--- config.mk ---
export PLATFORM = sky130hd
export DESIGN_NAME = lif_timestep_scheduler_flat
export DESIGN_NICKNAME = d
export VERILOG_FILES = /design/src/rtl/snn_pkg.sv /design/src/rtl/lif_timestep_scheduler_if.sv /design/src/rtl/neuron_state_ram.sv /design/src/rtl/lif_timestep_scheduler.sv /design/src/flat_wrapper.sv
export SDC_FILE = /design/constraint.sdc
export NUM_CORES = 1
export LEC_CHECK = 0
export ABC_AREA = 1
export CAP_MARGIN = 40
export CORE_MARGIN = 2
export CORE_UTILIZATION = 40
export DETAILED_ROUTE_END_ITERATION = 12
export MAX_ROUTING_LAYER = met4
export PLACE_DENSITY = 0.62
export SLEW_MARGIN = 0
export SYNTH_ARGS = -nofsm -noshare
export SYNTH_HDL_FRONTEND = slang
export SYNTH_SLANG_ARGS = --single-unit
--- constraint.sdc ---
create_clock -name clk -period 3.5 [get_ports clk]
set_input_delay 0.7 -clock clk [delete_from_list [all_inputs] [get_ports clk]]
set_output_delay 0.7 -clock clk [all_outputs]
set_load 0.05 [all_outputs]
--- src/rtl/snn_pkg.sv ---
// Shared types and widths for the LIF timestep scheduler: FSM states,
// datapath widths, the per-neuron state record and its refractory update.
package snn_pkg;

    localparam int IDX_W  = 4;
    localparam int V_W    = 8;
    localparam int TREF_W = 4;

    typedef enum logic [3:0] {
        S_IDLE  = 4'd0,
        S_LOAD  = 4'd1,
        S_FETCH = 4'd2,
        S_ISSUE = 4'd3,
        S_WAIT  = 4'd4,
        S_WB    = 4'd5,
        S_EMIT  = 4'd6,
        S_NEXT  = 4'd7,
        S_DONE  = 4'd8
    } state_t;

    typedef struct packed {
        logic [V_W-1:0]    v;
        logic [TREF_W-1:0] tr;
    } neuron_t;

    // A refractory neuron is held at rest while its counter runs down.
    function automatic neuron_t refractory_tick(input neuron_t e);
        neuron_t r;
        r.v  = {V_W{1'b0}};
        r.tr = e.tr - TREF_W'(1);
        return r;
    endfunction

endpackage

--- src/rtl/lif_timestep_scheduler_if.sv ---
// Bundle of the scheduler's handshakes: timestep control, synaptic fetch,
// LIF datapath issue/result and the spike router stream.
interface lif_timestep_scheduler_if;

    logic                       ts_start;
    logic                       busy;
    logic                       ts_done;
    logic [snn_pkg::IDX_W:0]    spike_count;

    logic                       wt_req;
    logic [snn_pkg::IDX_W-1:0]  wt_idx;
    logic                       wt_ack;

    logic                       lif_valid;
    logic [snn_pkg::V_W-1:0]    lif_v_in;
    logic                       lif_done;
    logic [snn_pkg::V_W-1:0]    lif_v_out;
    logic [snn_pkg::TREF_W-1:0] lif_tr_out;
    logic                       lif_spike;

    logic                       spk_valid;
    logic [snn_pkg::IDX_W-1:0]  spk_idx;
    logic                       spk_ready;

    modport master (
        input  ts_start, wt_ack, lif_done, lif_v_out, lif_tr_out, lif_spike, spk_ready,
        output busy, ts_done, spike_count, wt_req, wt_idx, lif_valid, lif_v_in,
               spk_valid, spk_idx
    );

    modport slave (
        output ts_start, wt_ack, lif_done, lif_v_out, lif_tr_out, lif_spike, spk_ready,
        input  busy, ts_done, spike_count, wt_req, wt_idx, lif_valid, lif_v_in,
               spk_valid, spk_idx
    );

endinterface

--- src/rtl/neuron_state_ram.sv ---
// Per-neuron {v, tr} register file: combinational read, one synchronous
// write port, whole array cleared while reset_n is low.
module neuron_state_ram
    import snn_pkg::*;
#(
    parameter int N_NEURONS = 16
)
(
    input  logic             clk,
    input  logic             reset_n,
    input  logic [IDX_W-1:0] i_rd_idx,
    output neuron_t          o_rd_data,
    input  logic             i_we,
    input  logic [IDX_W-1:0] i_wr_idx,
    input  neuron_t          i_wr_data
);

    neuron_t r_mem [N_NEURONS];

    // Clear every entry on reset, otherwise update the addressed entry
    always_ff @(posedge clk) begin
        for (int i = 0; i < N_NEURONS; i++) begin
            if (!reset_n) begin
                r_mem[i] <= {(V_W+TREF_W){1'b0}};
            end else if (i_we && (i_wr_idx == IDX_W'(i))) begin
                r_mem[i] <= i_wr_data;
            end
        end
    end

    assign o_rd_data = r_mem[i_rd_idx];

endmodule

--- src/rtl/lif_timestep_scheduler.sv ---
// Walks all virtual neurons once per timestep through a single shared LIF
// datapath, skipping refractory neurons and forwarding spikes to the router.
module lif_timestep_scheduler
    import snn_pkg::*;
#(
    parameter int N_NEURONS = 16
)
(
    input  logic                     clk,
    input  logic                     reset_n,
    lif_timestep_scheduler_if.master bus
);

    state_t            r_state;
    logic [IDX_W-1:0]  r_idx;
    logic [V_W-1:0]    r_v_res;
    logic [TREF_W-1:0] r_tr_res;
    logic              r_spike;

    logic              r_busy;
    logic              r_ts_done;
    logic [IDX_W:0]    r_spike_count;
    logic              r_wt_req;
    logic [IDX_W-1:0]  r_wt_idx;
    logic              r_lif_valid;
    logic [V_W-1:0]    r_lif_v_in;
    logic              r_spk_valid;
    logic [IDX_W-1:0]  r_spk_idx;

    neuron_t           w_rd;
    neuron_t           w_wr_data;
    logic              w_we;

    neuron_state_ram #(.N_NEURONS(N_NEURONS)) u_state (
        .clk       (clk),
        .reset_n   (reset_n),
        .i_rd_idx  (r_idx),
        .o_rd_data (w_rd),
        .i_we      (w_we),
        .i_wr_idx  (r_idx),
        .i_wr_data (w_wr_data)
    );

    // State-file write: refractory countdown in LOAD, datapath result in WB
    always_comb begin
        w_we      = 1'b0;
        w_wr_data = w_rd;
        if ((r_state == S_LOAD) && (w_rd.tr != {TREF_W{1'b0}})) begin
            w_we      = 1'b1;
            w_wr_data = refractory_tick(w_rd);
        end else if (r_state == S_WB) begin
            w_we         = 1'b1;
            w_wr_data.v  = r_v_res;
            w_wr_data.tr = r_tr_res;
        end else begin
            w_we      = 1'b0;
            w_wr_data = w_rd;
        end
    end

    // Sweep controller with all handshake outputs registered
    always_ff @(posedge clk) begin
        if (!reset_n) begin
            r_state       <= S_IDLE;
            r_idx         <= {IDX_W{1'b0}};
            r_v_res       <= {V_W{1'b0}};
            r_tr_res      <= {TREF_W{1'b0}};
            r_spike       <= 1'b0;
            r_busy        <= 1'b0;
            r_ts_done     <= 1'b0;
            r_spike_count <= {(IDX_W+1){1'b0}};
            r_wt_req      <= 1'b0;
            r_wt_idx      <= {IDX_W{1'b0}};
            r_lif_valid   <= 1'b0;
            r_lif_v_in    <= {V_W{1'b0}};
            r_spk_valid   <= 1'b0;
            r_spk_idx     <= {IDX_W{1'b0}};
        end else begin
            case (r_state)
                S_IDLE: begin
                    if (bus.ts_start) begin
                        r_state       <= S_LOAD;
                        r_idx         <= {IDX_W{1'b0}};
                        r_spike_count <= {(IDX_W+1){1'b0}};
                        r_busy        <= 1'b1;
                    end
                end
                S_LOAD: begin
                    if (w_rd.tr != {TREF_W{1'b0}}) begin
                        r_state <= S_NEXT;
                    end else begin
                        r_state  <= S_FETCH;
                        r_wt_req <= 1'b1;
                        r_wt_idx <= r_idx;
                    end
                end
                S_FETCH: begin
                    if (bus.wt_ack) begin
                        r_wt_req    <= 1'b0;
                        r_lif_valid <= 1'b1;
                        r_lif_v_in  <= w_rd.v;
                        r_state     <= S_ISSUE;
                    end
                end
                S_ISSUE: begin
                    r_lif_valid <= 1'b0;
                    r_state     <= S_WAIT;
                end
                S_WAIT: begin
                    // Result is a single-cycle pulse, so capture it here for WB
                    if (bus.lif_done) begin
                        r_v_res  <= bus.lif_v_out;
                        r_tr_res <= bus.lif_tr_out;
                        r_spike  <= bus.lif_spike;
                        r_state  <= S_WB;
                    end
                end
                S_WB: begin
                    if (r_spike) begin
                        r_spk_valid   <= 1'b1;
                        r_spk_idx     <= r_idx;
                        r_spike_count <= r_spike_count + (IDX_W+1)'(1);
                        r_state       <= S_EMIT;
                    end else begin
                        r_state <= S_NEXT;
                    end
                end
                S_EMIT: begin
                    if (bus.spk_ready) begin
                        r_spk_valid <= 1'b0;
                        r_state     <= S_NEXT;
                    end
                end
                S_NEXT: begin
                    if (r_idx == IDX_W'(N_NEURONS - 1)) begin
                        r_state   <= S_DONE;
                        r_ts_done <= 1'b1;
                        r_busy    <= 1'b0;
                    end else begin
                        r_idx   <= r_idx + IDX_W'(1);
                        r_state <= S_LOAD;
                    end
                end
                S_DONE: begin
                    r_ts_done <= 1'b0;
                    r_state   <= S_IDLE;
                end
                default: begin
                    r_state     <= S_IDLE;
                    r_busy      <= 1'b0;
                    r_ts_done   <= 1'b0;
                    r_wt_req    <= 1'b0;
                    r_lif_valid <= 1'b0;
                    r_spk_valid <= 1'b0;
                end
            endcase
        end
    end

    assign bus.busy        = r_busy;
    assign bus.ts_done     = r_ts_done;
    assign bus.spike_count = r_spike_count;
    assign bus.wt_req      = r_wt_req;
    assign bus.wt_idx      = r_wt_idx;
    assign bus.lif_valid   = r_lif_valid;
    assign bus.lif_v_in    = r_lif_v_in;
    assign bus.spk_valid   = r_spk_valid;
    assign bus.spk_idx     = r_spk_idx;

endmodule

--- src/flat_wrapper.sv ---
// flat-port wrapper written by rule: the top's interface ports become plain ports
module lif_timestep_scheduler_flat import snn_pkg::*;
#(
    parameter int N_NEURONS = 16
)
  (clk, reset_n, bus_ts_start, bus_wt_ack, bus_lif_done, bus_lif_v_out, bus_lif_tr_out, bus_lif_spike, bus_spk_ready, bus_busy, bus_ts_done, bus_spike_count, bus_wt_req, bus_wt_idx, bus_lif_valid, bus_lif_v_in, bus_spk_valid, bus_spk_idx);
  lif_timestep_scheduler_if bus_i ();
  input  logic clk;
  input  logic reset_n;
  input wire logic [$bits(bus_i.ts_start)-1:0] bus_ts_start;
  input wire logic [$bits(bus_i.wt_ack)-1:0] bus_wt_ack;
  input wire logic [$bits(bus_i.lif_done)-1:0] bus_lif_done;
  input wire logic [$bits(bus_i.lif_v_out)-1:0] bus_lif_v_out;
  input wire logic [$bits(bus_i.lif_tr_out)-1:0] bus_lif_tr_out;
  input wire logic [$bits(bus_i.lif_spike)-1:0] bus_lif_spike;
  input wire logic [$bits(bus_i.spk_ready)-1:0] bus_spk_ready;
  output wire logic [$bits(bus_i.busy)-1:0] bus_busy;
  output wire logic [$bits(bus_i.ts_done)-1:0] bus_ts_done;
  output wire logic [$bits(bus_i.spike_count)-1:0] bus_spike_count;
  output wire logic [$bits(bus_i.wt_req)-1:0] bus_wt_req;
  output wire logic [$bits(bus_i.wt_idx)-1:0] bus_wt_idx;
  output wire logic [$bits(bus_i.lif_valid)-1:0] bus_lif_valid;
  output wire logic [$bits(bus_i.lif_v_in)-1:0] bus_lif_v_in;
  output wire logic [$bits(bus_i.spk_valid)-1:0] bus_spk_valid;
  output wire logic [$bits(bus_i.spk_idx)-1:0] bus_spk_idx;
  assign bus_i.ts_start = bus_ts_start;
  assign bus_i.wt_ack = bus_wt_ack;
  assign bus_i.lif_done = bus_lif_done;
  assign bus_i.lif_v_out = bus_lif_v_out;
  assign bus_i.lif_tr_out = bus_lif_tr_out;
  assign bus_i.lif_spike = bus_lif_spike;
  assign bus_i.spk_ready = bus_spk_ready;
  assign bus_busy = bus_i.busy;
  assign bus_ts_done = bus_i.ts_done;
  assign bus_spike_count = bus_i.spike_count;
  assign bus_wt_req = bus_i.wt_req;
  assign bus_wt_idx = bus_i.wt_idx;
  assign bus_lif_valid = bus_i.lif_valid;
  assign bus_lif_v_in = bus_i.lif_v_in;
  assign bus_spk_valid = bus_i.spk_valid;
  assign bus_spk_idx = bus_i.spk_idx;
  lif_timestep_scheduler #(.N_NEURONS(N_NEURONS)) u_core (.clk(clk), .reset_n(reset_n), .bus(bus_i));
endmodule
Word-level counts from Yosys, hierarchy flattened. Memory sizes are Yosys's and may differ from the RTL's. A register that Yosys moved wholly into a read port is not among the register bits. Index checks and enable logic that the tools add are counted.

$add $sub $neg: 3. Equal/unequal tests: 31. Multiplexer cells: 98. Bitwise gates (word level): 22. Reductions and logical operators: 39.

Operators with widths (count): 12-bit two-way mux (18); 1-bit two-way mux (60); 4-bit equality test, second input constant (9); 4-bit two-way mux (9); 7-bit OR reduction (5); 4-bit by 3-bit equality test with 1-bit output, second input constant (8); 4-bit case mux with 8 select lines (1); 1-bit logical AND (17); 4-bit by 2-bit equality test with 1-bit output, second input constant (4); 1-bit OR (16); 3-bit AND reduction (5); 2-bit inequality test, second input constant (6); 2-bit AND reduction (6); 5-bit two-way mux (2); 5-bit case mux with 2 select lines (1); 1-bit case mux with 3 select lines (3); 4-bit by 1-bit equality test with 1-bit output, second input constant (2); 4-bit logical NOT (2); 4-bit case mux with 2 select lines (1); 1-bit inverter (6); 5-bit by 1-bit adder with 5-bit output, second input constant (1); 4-bit by 1-bit adder with 4-bit output, second input constant (1); 2-bit by 1-bit inequality test with 1-bit output, second input constant (2); 1-bit case mux with 2 select lines (2); 5 further kinds (6).

Flip-flop bits (word level): 47. Memory bits (writable): 192. Output and inout port bits: 26. Logic and storage cells: 208. Memories: 1.

Memories: u_core.u_state.r_mem (words 16, width 12, rd ports 1, clocked after Yosys merged registers in 1, wr ports 16, line neuron_state_ram.sv:18) `neuron_t r_mem [N_NEURONS];`.

Depth between registers and ports, before layout. Gate-level depths: netlist (run 1).

Depth in word-level cells: 8. Gate-level depth with buffers: 19. Depth with buffers taken out: 15.

Modules after synthesis. A second synthesis (run 1) with hierarchy kept.

Cells, all modules: 1410. Area total of the unflattened synthesis: 11711.2 um^2.

Modules (own cells, without submodules): neuron_state_ram (instances 1, cells each 1069, area each 9377.7 um^2, sequential area each 5765.5 um^2); lif_timestep_scheduler (instances 1, cells each 341, area each 2333.5 um^2, sequential area each 940.9 um^2).

Worst setup path after synthesis (run 1). No wires, ideal clock.

Path kind: register to register. Start point: register with a tool-made name. End point: memory u_core.u_state.r_mem[0][0] in the netlist's numbering (enable). Setup time: 0.398 ns. Data arrival time: 2.839 ns. Setup slack: 0.264 ns. Stages on the path, launching flop included: 17. Cell sequence: dfxtp_1 buf_2 inv_2 buf_4 buf_2 o211ai_1 nand3_1 nand3_1 nand2_1 inv_2 ha_1 nand3_2 o21bai_4 nand2_2 buf_4 nand2_1 o21ai_0.

RTL lines (line): end: declaration (neuron_state_ram.sv:18).

==> impl_metrics.csv, run 1 <==
group,metric,value,unit
layout,layout_commonest_cell,"nor2_1",
worst_setup_path,cp.required,3760,ps
detailed_routing,vias,8730,
detailed_routing,routed_wl,31200,um
power_and_ir_drop,p_sw_share,35.8,%
worst_setup_path,cp_slowest_cell,"nand3_1",
place,place_ws,226,ps
floorplan,die_h,173,um
worst_hold_path,hold_path.class,"input pin to flop",
clocking,clkTransAtPathRegs,60,ps
timing,slew_violations,0,
power_and_ir_drop,powerDensity,680,nW/um2
clocking,cts.path.max_buffers,3,
floorplan,io_pins,45,
power_and_ir_drop,p_comb_share,28.2,%
detailed_routing,drt_iter0_drc,792,
worst_hold_path,hold_path_depth,3,
grt,grt_pass1_vias,8243,
yosys,synth_simple_gate_area_share,20.4,%
floorplan,start_util,40.8,%
yosys,synth-xor-area-share,0.154,%
power_and_ir_drop,p_clk_share,32.6,%
power_and_ir_drop,p_seq_share,39.3,%
grt,grt-ovfl-total,0,
grt,grt_max_degree,103,
clocking,htree_levels,1,
worst_setup_path,slowest_delay,570,ps
timing,rsz0062_at_grt,"yes",
timing,clock.fmax,303,MHz
floorplan,die_area,29800,um2
power_and_ir_drop,power_switching,0.00315,W
detailed_routing,vias_per_cell,5.36,
worst_setup_path,critPathKind,"flop to flop",
layout,mostFrequentLayoutCells,"287 x nor2_1, 192 x edfxtp_1, 129 x nand2_1",
timing,setup_viol_count_final,0,
floorplan,dieWidth,173,um
worst_setup_path,path_cells,"inv_2 > nor2_1 > o21ai_0 > nand3_1 > nand3_1 > nand2_1 > inv_2 > ha_1 > nand3_2 > o21bai_4 > nand2_2 > nand3_1 > nor2_1",
worst_setup_path,rr_worst_depth,13,
layout,antennaDiodeCount,0,
timing,fin_crit,3300,ps
yosys,yosys.area_share.adder,0.659,%
timing,holdWs,447,ps
yosys,synth_top_family_by_area,"simple AND/OR/NAND/NOR gates",
power_and_ir_drop,vdd_drop_max,0.000444,V
place,dpl.cell_count,1581,
timing,worst_pin_slew,826,ps
layout,post-route-util,46.4,%
clocking,cts_root_buf,"clkbuf_16",
grt,grt_pass1_wl,48600,um
layout,seqCellArea,6790,um2
worst_setup_path,cp_common_cell,"nand3_1",
yosys,synth_compound_area_share,11.6,%
place,io_buffers,44,
yosys,synth_cells,1210,
flow_run,cap_violations,0,
worst_hold_path,hp-start,"reset_n",
layout,multi_input_area,3740,um2
yosys,synth_nets,1235,
detailed_routing,ant_nets,0,
grt,antenna_found_initial,0,
grt,gr-usage-all-layers,21.4,%
floorplan,rows,61,
yosys,avgSynthCellArea,9.42,um2
clocking,ctsHoldBuffers,0,
timing,slew_headroom,44.8,%
layout,stdcell_count,1629,
worst_setup_path,worst_setup_path_end_kind,"flop",
worst_setup_path,cp_data_arrival_time,3560,ps
worst_setup_path,regToRegSetupSlack,200,ps
detailed_routing,drc,0,
yosys,yosys_warnings,0,
timing,timing.final.crit_share,94.3,%
timing,final-hold-violation-count,0,
yosys,muxShareOfSynthArea,0,%
yosys,yosysUniqueCellTypes,37,
layout,nets,1256,
clocking,cts_buffers,26,
layout,areaGrowthSynthToFinish,13.7,%
detailed_routing,drt_first_pass_iters,5,
clocking,cts_tree,"built",
layout,layout-drive-gt1-share,10.3,%
clocking,cts.sinks,243,
power_and_ir_drop,totalPowerFinal,0.00881,W
timing,worst_slack,200,ps
worst_setup_path,crit_path_start_kind,"flop",
layout,nFillCells,2662,
yosys,netlist_area,11400,um2
floorplan,core_area,27900,um2
power_and_ir_drop,p_leak,4.75,nW
timing,fin_worst_skew,15.1,ps
detailed_routing,wl_per_cell,19.1,um
place,dp.final_hpwl,20200,um
place,place.gp.congestion,0.894,
outcome,status,"complete, no violations",
clocking,clock_latency,540,ps
yosys,yosysSeqAreaShare,59.6,%
worst_setup_path,worstPathMaxFanout,28,
power_and_ir_drop,intPower,0.00565,W
yosys,synth-seq-cells,243,
-- synth_stat cells --
library cell / number / area share [%]
nand2_4: 6 / 0.59
inv_1: 87 / 2.9
buf_1: 3 / 0.099
a21oi_1: 53 / 2.3
xor2_1: 2 / 0.15
a41oi_1: 1 / 0.077
inv_2: 4 / 0.13
o31ai_1: 1 / 0.066
buf_2: 25 / 1.1
buf_6: 14 / 1.4
o221ai_1: 16 / 1.2
nand3_2: 2 / 0.18
o21ai_2: 2 / 0.15
or2_2: 2 / 0.11
o21ai_0: 118 / 5.2
clkbuf_1: 28 / 0.92
o22ai_1: 8 / 0.44
o211ai_1: 20 / 1.3
nor2_1: 287 / 9.5
and3_1: 1 / 0.055
nand4_1: 3 / 0.16
nor3b_1: 1 / 0.066
o21ai_1: 9 / 0.40
nor3_1: 11 / 0.48
o21bai_4: 1 / 0.16
ha_1: 6 / 0.66
dfxtp_1: 51 / 9.0
nand2_2: 5 / 0.27
clkinv_1: 1 / 0.033
nand2_1: 129 / 4.2
buf_12: 1 / 0.18
nand3_1: 76 / 3.3
a211oi_1: 2 / 0.13
nor2_2: 26 / 1.4
buf_4: 14 / 0.92
edfxtp_1: 192 / 51
a31oi_1: 2 / 0.11
-- logic make-up (layout without fill, tap and decap cells) --
| family | count (synthesis) | count (layout) |
|---|---|---|
| AO/OA/AOI/OAI | 233 | 233 |
| buffers and inverters | 177 | 218 |
| flip-flops | 243 | 243 |
| adder cells (fa/ha/maj) | 6 | 6 |
| XOR/XNOR | 2 | 2 |
| AND/OR/NAND/NOR | 549 | 549 |
-- final timing paths --
kind / to
worst max-delay path: u_core.u_state.r_mem[10][10]
worst min-delay path: u_core.bus.wt_idx[2]
worst max register to register: u_core.u_state.r_mem[10][10]
worst min register to register: u_core.r_v_res[3]
-- state kept, by name, indices dropped and copies added, names as in the netlist, 4 cells and up, named ones only --
name,count
u_core.r_tr_res,4
u_core.bus.lif_v_in,8
u_core.u_state.r_mem,192
u_core.bus.wt_idx,4
u_core.r_state,4
u_core.bus.spike_count,5
u_core.r_idx,4
u_core.r_v_res,8
u_core.bus.spk_idx,4
-- cell type report --
type | instances | area share [%]
clock buffer | 36 | 5.80
clock inverter | 12 | 1.07
inverter | 92 | 2.67
multi-input combinational | 790 | 28.9
sequential | 243 | 52.4
tap | 378 | 3.65
timing repair buffer | 78 | 5.52
-- critical path: cells and delay by family (launching register included) --
kind	cells	cell delay, ps
compound gates	2	350
fa+ha+maj	1	200
buf+inv	2	560
flops	1	340
simple gates	8	1560
-- power by group through the flow --
stage               combinational, W  clock [W]  sequential, W
global route                 0.00270    0.00301        0.00348
CTS                          0.00248    0.00290        0.00346
floorplan                    0.00159          0        0.00363
detailed placement           0.00247          0        0.00351
global placement             0.00245          0        0.00351
finish                       0.00248    0.00287        0.00346
-- per-layer routing --
layer  part of all wire, %  wire (um)  vias to the layer above  GRT usage (%)
met2                    44      13800                      386           31.9
li1                      -          -                     4136              -
met3                   8.3       2590                       52           3.25
met1                    44      13900                     4156           30.0
met5                     0          0                        -              -
met4                   3.1        973                        0           6.99
-- repair_timing --
item	in CTS	in global routing
endpoints found under the hold margin	0	0
setup buffers	0	0
endpoints found under the setup margin	0	48
resized for setup	0	1
-- stage by stage --
step	TNS [ps]	cell area [um2]
5_1_grt	-1190	13000
3_5_place_dp	0	12100
6_report	0	13000
3_3_place_gp	0	12100
4_1_cts	0	13000
2_1_floorplan	0	11400
Note: power is estimated with default switching activity, not from simulation.
==> run 2, diff against run 1 <==
--- a/config.mk
+++ b/config.mk
@@ -5,7 +5,6 @@
 export SDC_FILE = /design/constraint.sdc
 export NUM_CORES = 1
 export LEC_CHECK = 0
-export ABC_AREA = 1
 export CAP_MARGIN = 40
 export CORE_MARGIN = 2
 export CORE_UTILIZATION = 40
==> run 2 against run 1 <==
Against the previous run: die area down 4.5%; sequential share of layout area up 0.58 points; largest cell class unchanged; via count down 22%; non-clock buffer count up 35; critical path depth down 3; sequential cell count unchanged; clock power down 10%; combinational power down 66%; first-iteration DRC count down 35%; cell area down 1.1%; largest power group unchanged.
==> impl_metrics.csv, run 2 <==
group,metric,value,unit
outcome,status,"complete, no violations",
grt,antenna_found_initial,1,
yosys,synth_top_cells_by_count,"201 x nor2_1, 192 x edfxtp_1, 71 x nand2_1",
power_and_ir_drop,p_leak,4.30,nW
worst_hold_path,min_to,"u_core.bus.spk_idx[2]",
detailed_routing,vias_per_cell,5.36,
timing,final-hold-violation-count,0,
worst_setup_path,critPathKind,"flop to flop",
floorplan,start_util,40.5,%
grt,grt_pass1_vias,6660,
timing,fin_tns_setup,0,ps
yosys,avgSynthCellArea,13.2,um2
clocking,clkTransAtPathRegs,60,ps
timing,worst_pin_slew,649,ps
yosys,synth_cells,825,
yosys,yosysUniqueCellTypes,55,
detailed_routing,ant_nets,0,
yosys,synth-xor-area-share,0.564,%
detailed_routing,drt_iter0_drc,516,
detailed_routing,routed_wl,26100,um
floorplan,dieWidth,169,um
layout,layout_commonest_cell,"nor2_1",
flow_run,cap_violations,0,
layout,areaGrowthSynthToFinish,18.0,%
worst_hold_path,hold_path.class,"flop to flop",
layout,mostFrequentLayoutCells,"201 x nor2_1, 192 x edfxtp_1, 71 x nand2_1",
detailed_routing,vias,6802,
yosys,synth_simple_gate_area_share,14.3,%
worst_hold_path,hp-start,"u_core.bus.spk_idx[2]",
timing,clock.fmax,299,MHz
floorplan,die_area,28500,um2
layout,stdcell_count,1269,
clocking,cts_buffers,25,
clocking,clock_latency,530,ps
worst_setup_path,cp_slowest_cell,"mux4_1",
clocking,cts.sinks,243,
layout,antennaDiodeCount,0,
worst_hold_path,hold_path_depth,2,
place,place.gp.congestion,0.871,
floorplan,die_h,169,um
worst_setup_path,cp.required,3790,ps
yosys,synth_top_family_by_area,"multiplexers",
worst_setup_path,r2r_end,"u_core.u_state.r_mem[11][9]",
worst_setup_path,cp_data_arrival_time,3630,ps
power_and_ir_drop,totalPowerFinal,0.00677,W
yosys,synth_top_area_cell,"edfxtp_1",
worst_setup_path,regToRegSetupSlack,160,ps
grt,grt_max_degree,33,
yosys,synthFlopType,"edfxtp_1",
clocking,htree_levels,1,
timing,timing.final.crit_share,95.5,%
yosys,netlist_area,10900,um2
timing,setup_viol_count_final,0,
place,io_buffers,44,
yosys,synth_nets,850,
yosys,ys_top_cells_by_area,"edfxtp_1 53%, mux4_2 11%, dfxtp_1 9.4%, nor2_1 6.9%, mux2i_1 2.8%",
yosys,yosys_warnings,0,
floorplan,io_pins,45,
layout,nFillCells,2332,
yosys,yosys.area_share.adder,0.691,%
worst_setup_path,crit_path_start_kind,"flop",
worst_setup_path,path_cells,"mux4_1 > a22oi_1 > and3_1 > ha_1 > nand2_1 > o22a_4 > o311ai_4 > or3b_2 > o21ai_1 > buf_4",
floorplan,core_area,26800,um2
detailed_routing,drt_first_pass_iters,5,
power_and_ir_drop,vdd_drop_max,0.000315,V
power_and_ir_drop,powerDensity,528,nW/um2
worst_setup_path,rr_worst_depth,10,
clocking,cts_tree,"built",
yosys,muxShareOfSynthArea,15.3,%
yosys,post-synth-top-count-cell,"nor2_1",
clocking,post_cts.repair.setup_buffers,0,
timing,fin_crit,3340,ps
layout,largest_reg_flops,192,
layout,nets,934,
place,dp.final_hpwl,18100,um
clocking,cts.path.max_buffers,3,
clocking,post_cts_resized,0,
timing,slew_headroom,56.6,%
detailed_routing,wl_per_cell,20.6,um
timing,slew_violations,0,
grt,gr-usage-all-layers,19.2,%
grt,grt-ovfl-total,0,
yosys,synth_edf_count,192,
grt,grt_pass1_wl,40500,um
timing,fin_worst_skew,9.00,ps
timing,rsz0062_at_grt,"no",
yosys,synth_compound_area_share,3.95,%
worst_setup_path,worst_setup_path_end_kind,"flop",
layout,layout-drive-gt1-share,20.3,%
yosys,yosysTopAreaCellShare,53.1,%
detailed_routing,drc,0,
floorplan,rows,60,
place,dpl.cell_count,1219,
layout,top_register,"u_core.u_state.r_mem",
worst_setup_path,worstPathMaxFanout,10,
clocking,cts_root_buf,"clkbuf_16",
worst_setup_path,slowest_delay,600,ps
yosys,yosysSeqAreaShare,62.5,%
clocking,ctsHoldBuffers,0,
yosys,synthArstFlopShare,0,%
yosys,synth-seq-cells,243,
[run 2: critical path, delay by kind of cell (launching register included)]
kind                     cells  cell delay, ps
AO/OA/AOI/OAI                4            1040
adder cells (fa/ha/maj)      1             210
buffers and inverters        1             250
flip-flops                   1             450
multiplexers                 1             600
AND/OR/NAND/NOR              3             560
[run 2: kinds of logic (layout without fill, tap and decap cells)]
logic type | Yosys count | after routing
compound gates | 55 | 55
simple gates | 355 | 355
fa+ha+maj | 6 | 6
buf+inv | 65 | 168
xor+xnor | 7 | 7
mux | 94 | 94
flops | 243 | 243
[run 2: worst max path at each step]
stage | to | from | depth (start not counted)
2_1_floorplan | u_core.u_state.r_mem[10][0] | flop | 10
3_3_place_gp | u_core.u_state.r_mem[6][5] | flop | 9
3_5_place_dp | u_core.u_state.r_mem[11][9] | flop | 10
4_1_cts | u_core.u_state.r_mem[11][7] | flop | 10
5_1_grt | u_core.u_state.r_mem[11][7] | flop | 11
6_report | u_core.u_state.r_mem[11][9] | flop | 10
[run 2: cell type report]
cell class | instances | area (um2) | area share [%]
inverter | 9 | 33.8 | 0.264
timing repair buffer | 113 | 978 | 7.63
clock inverter | 4 | 35.0 | 0.273
tap | 341 | 427 | 3.33
multi-input combinational | 517 | 3780 | 29.5
sequential | 243 | 6790 | 53.0
clock buffer | 42 | 769 | 6.00
[run 2: metrics by stage]
stage	util [%]	worst slack (ps)	hold WS, ps	cell area, um2
after floorplan	-	-46.9	486	10900
after global placement	44.5	2.48	454	11900
after detailed placement	44.7	150	457	12000
after CTS	47.7	133	463	12800
after global routing	47.8	37.1	500	12800
final	47.8	157	460	12800
[run 2: report_power, final]
part	internal, W	switching (W)	leakage [nW]
clock network	0.00150	0.00108	0.396
registers	0.00325	0.0000960	2.37
logic	0.000347	0.000498	1.53
total	0.00509	0.00167	4.30
[run 2: metal layers]
metal,vias up,part of all wire [%],global-route usage [%]
met2,191,47,29.0
met3,18,6.8,2.81
li1,3151,-,-
met4,0,1.0,3.79
met5,-,0,-
met1,3442,45,28.0
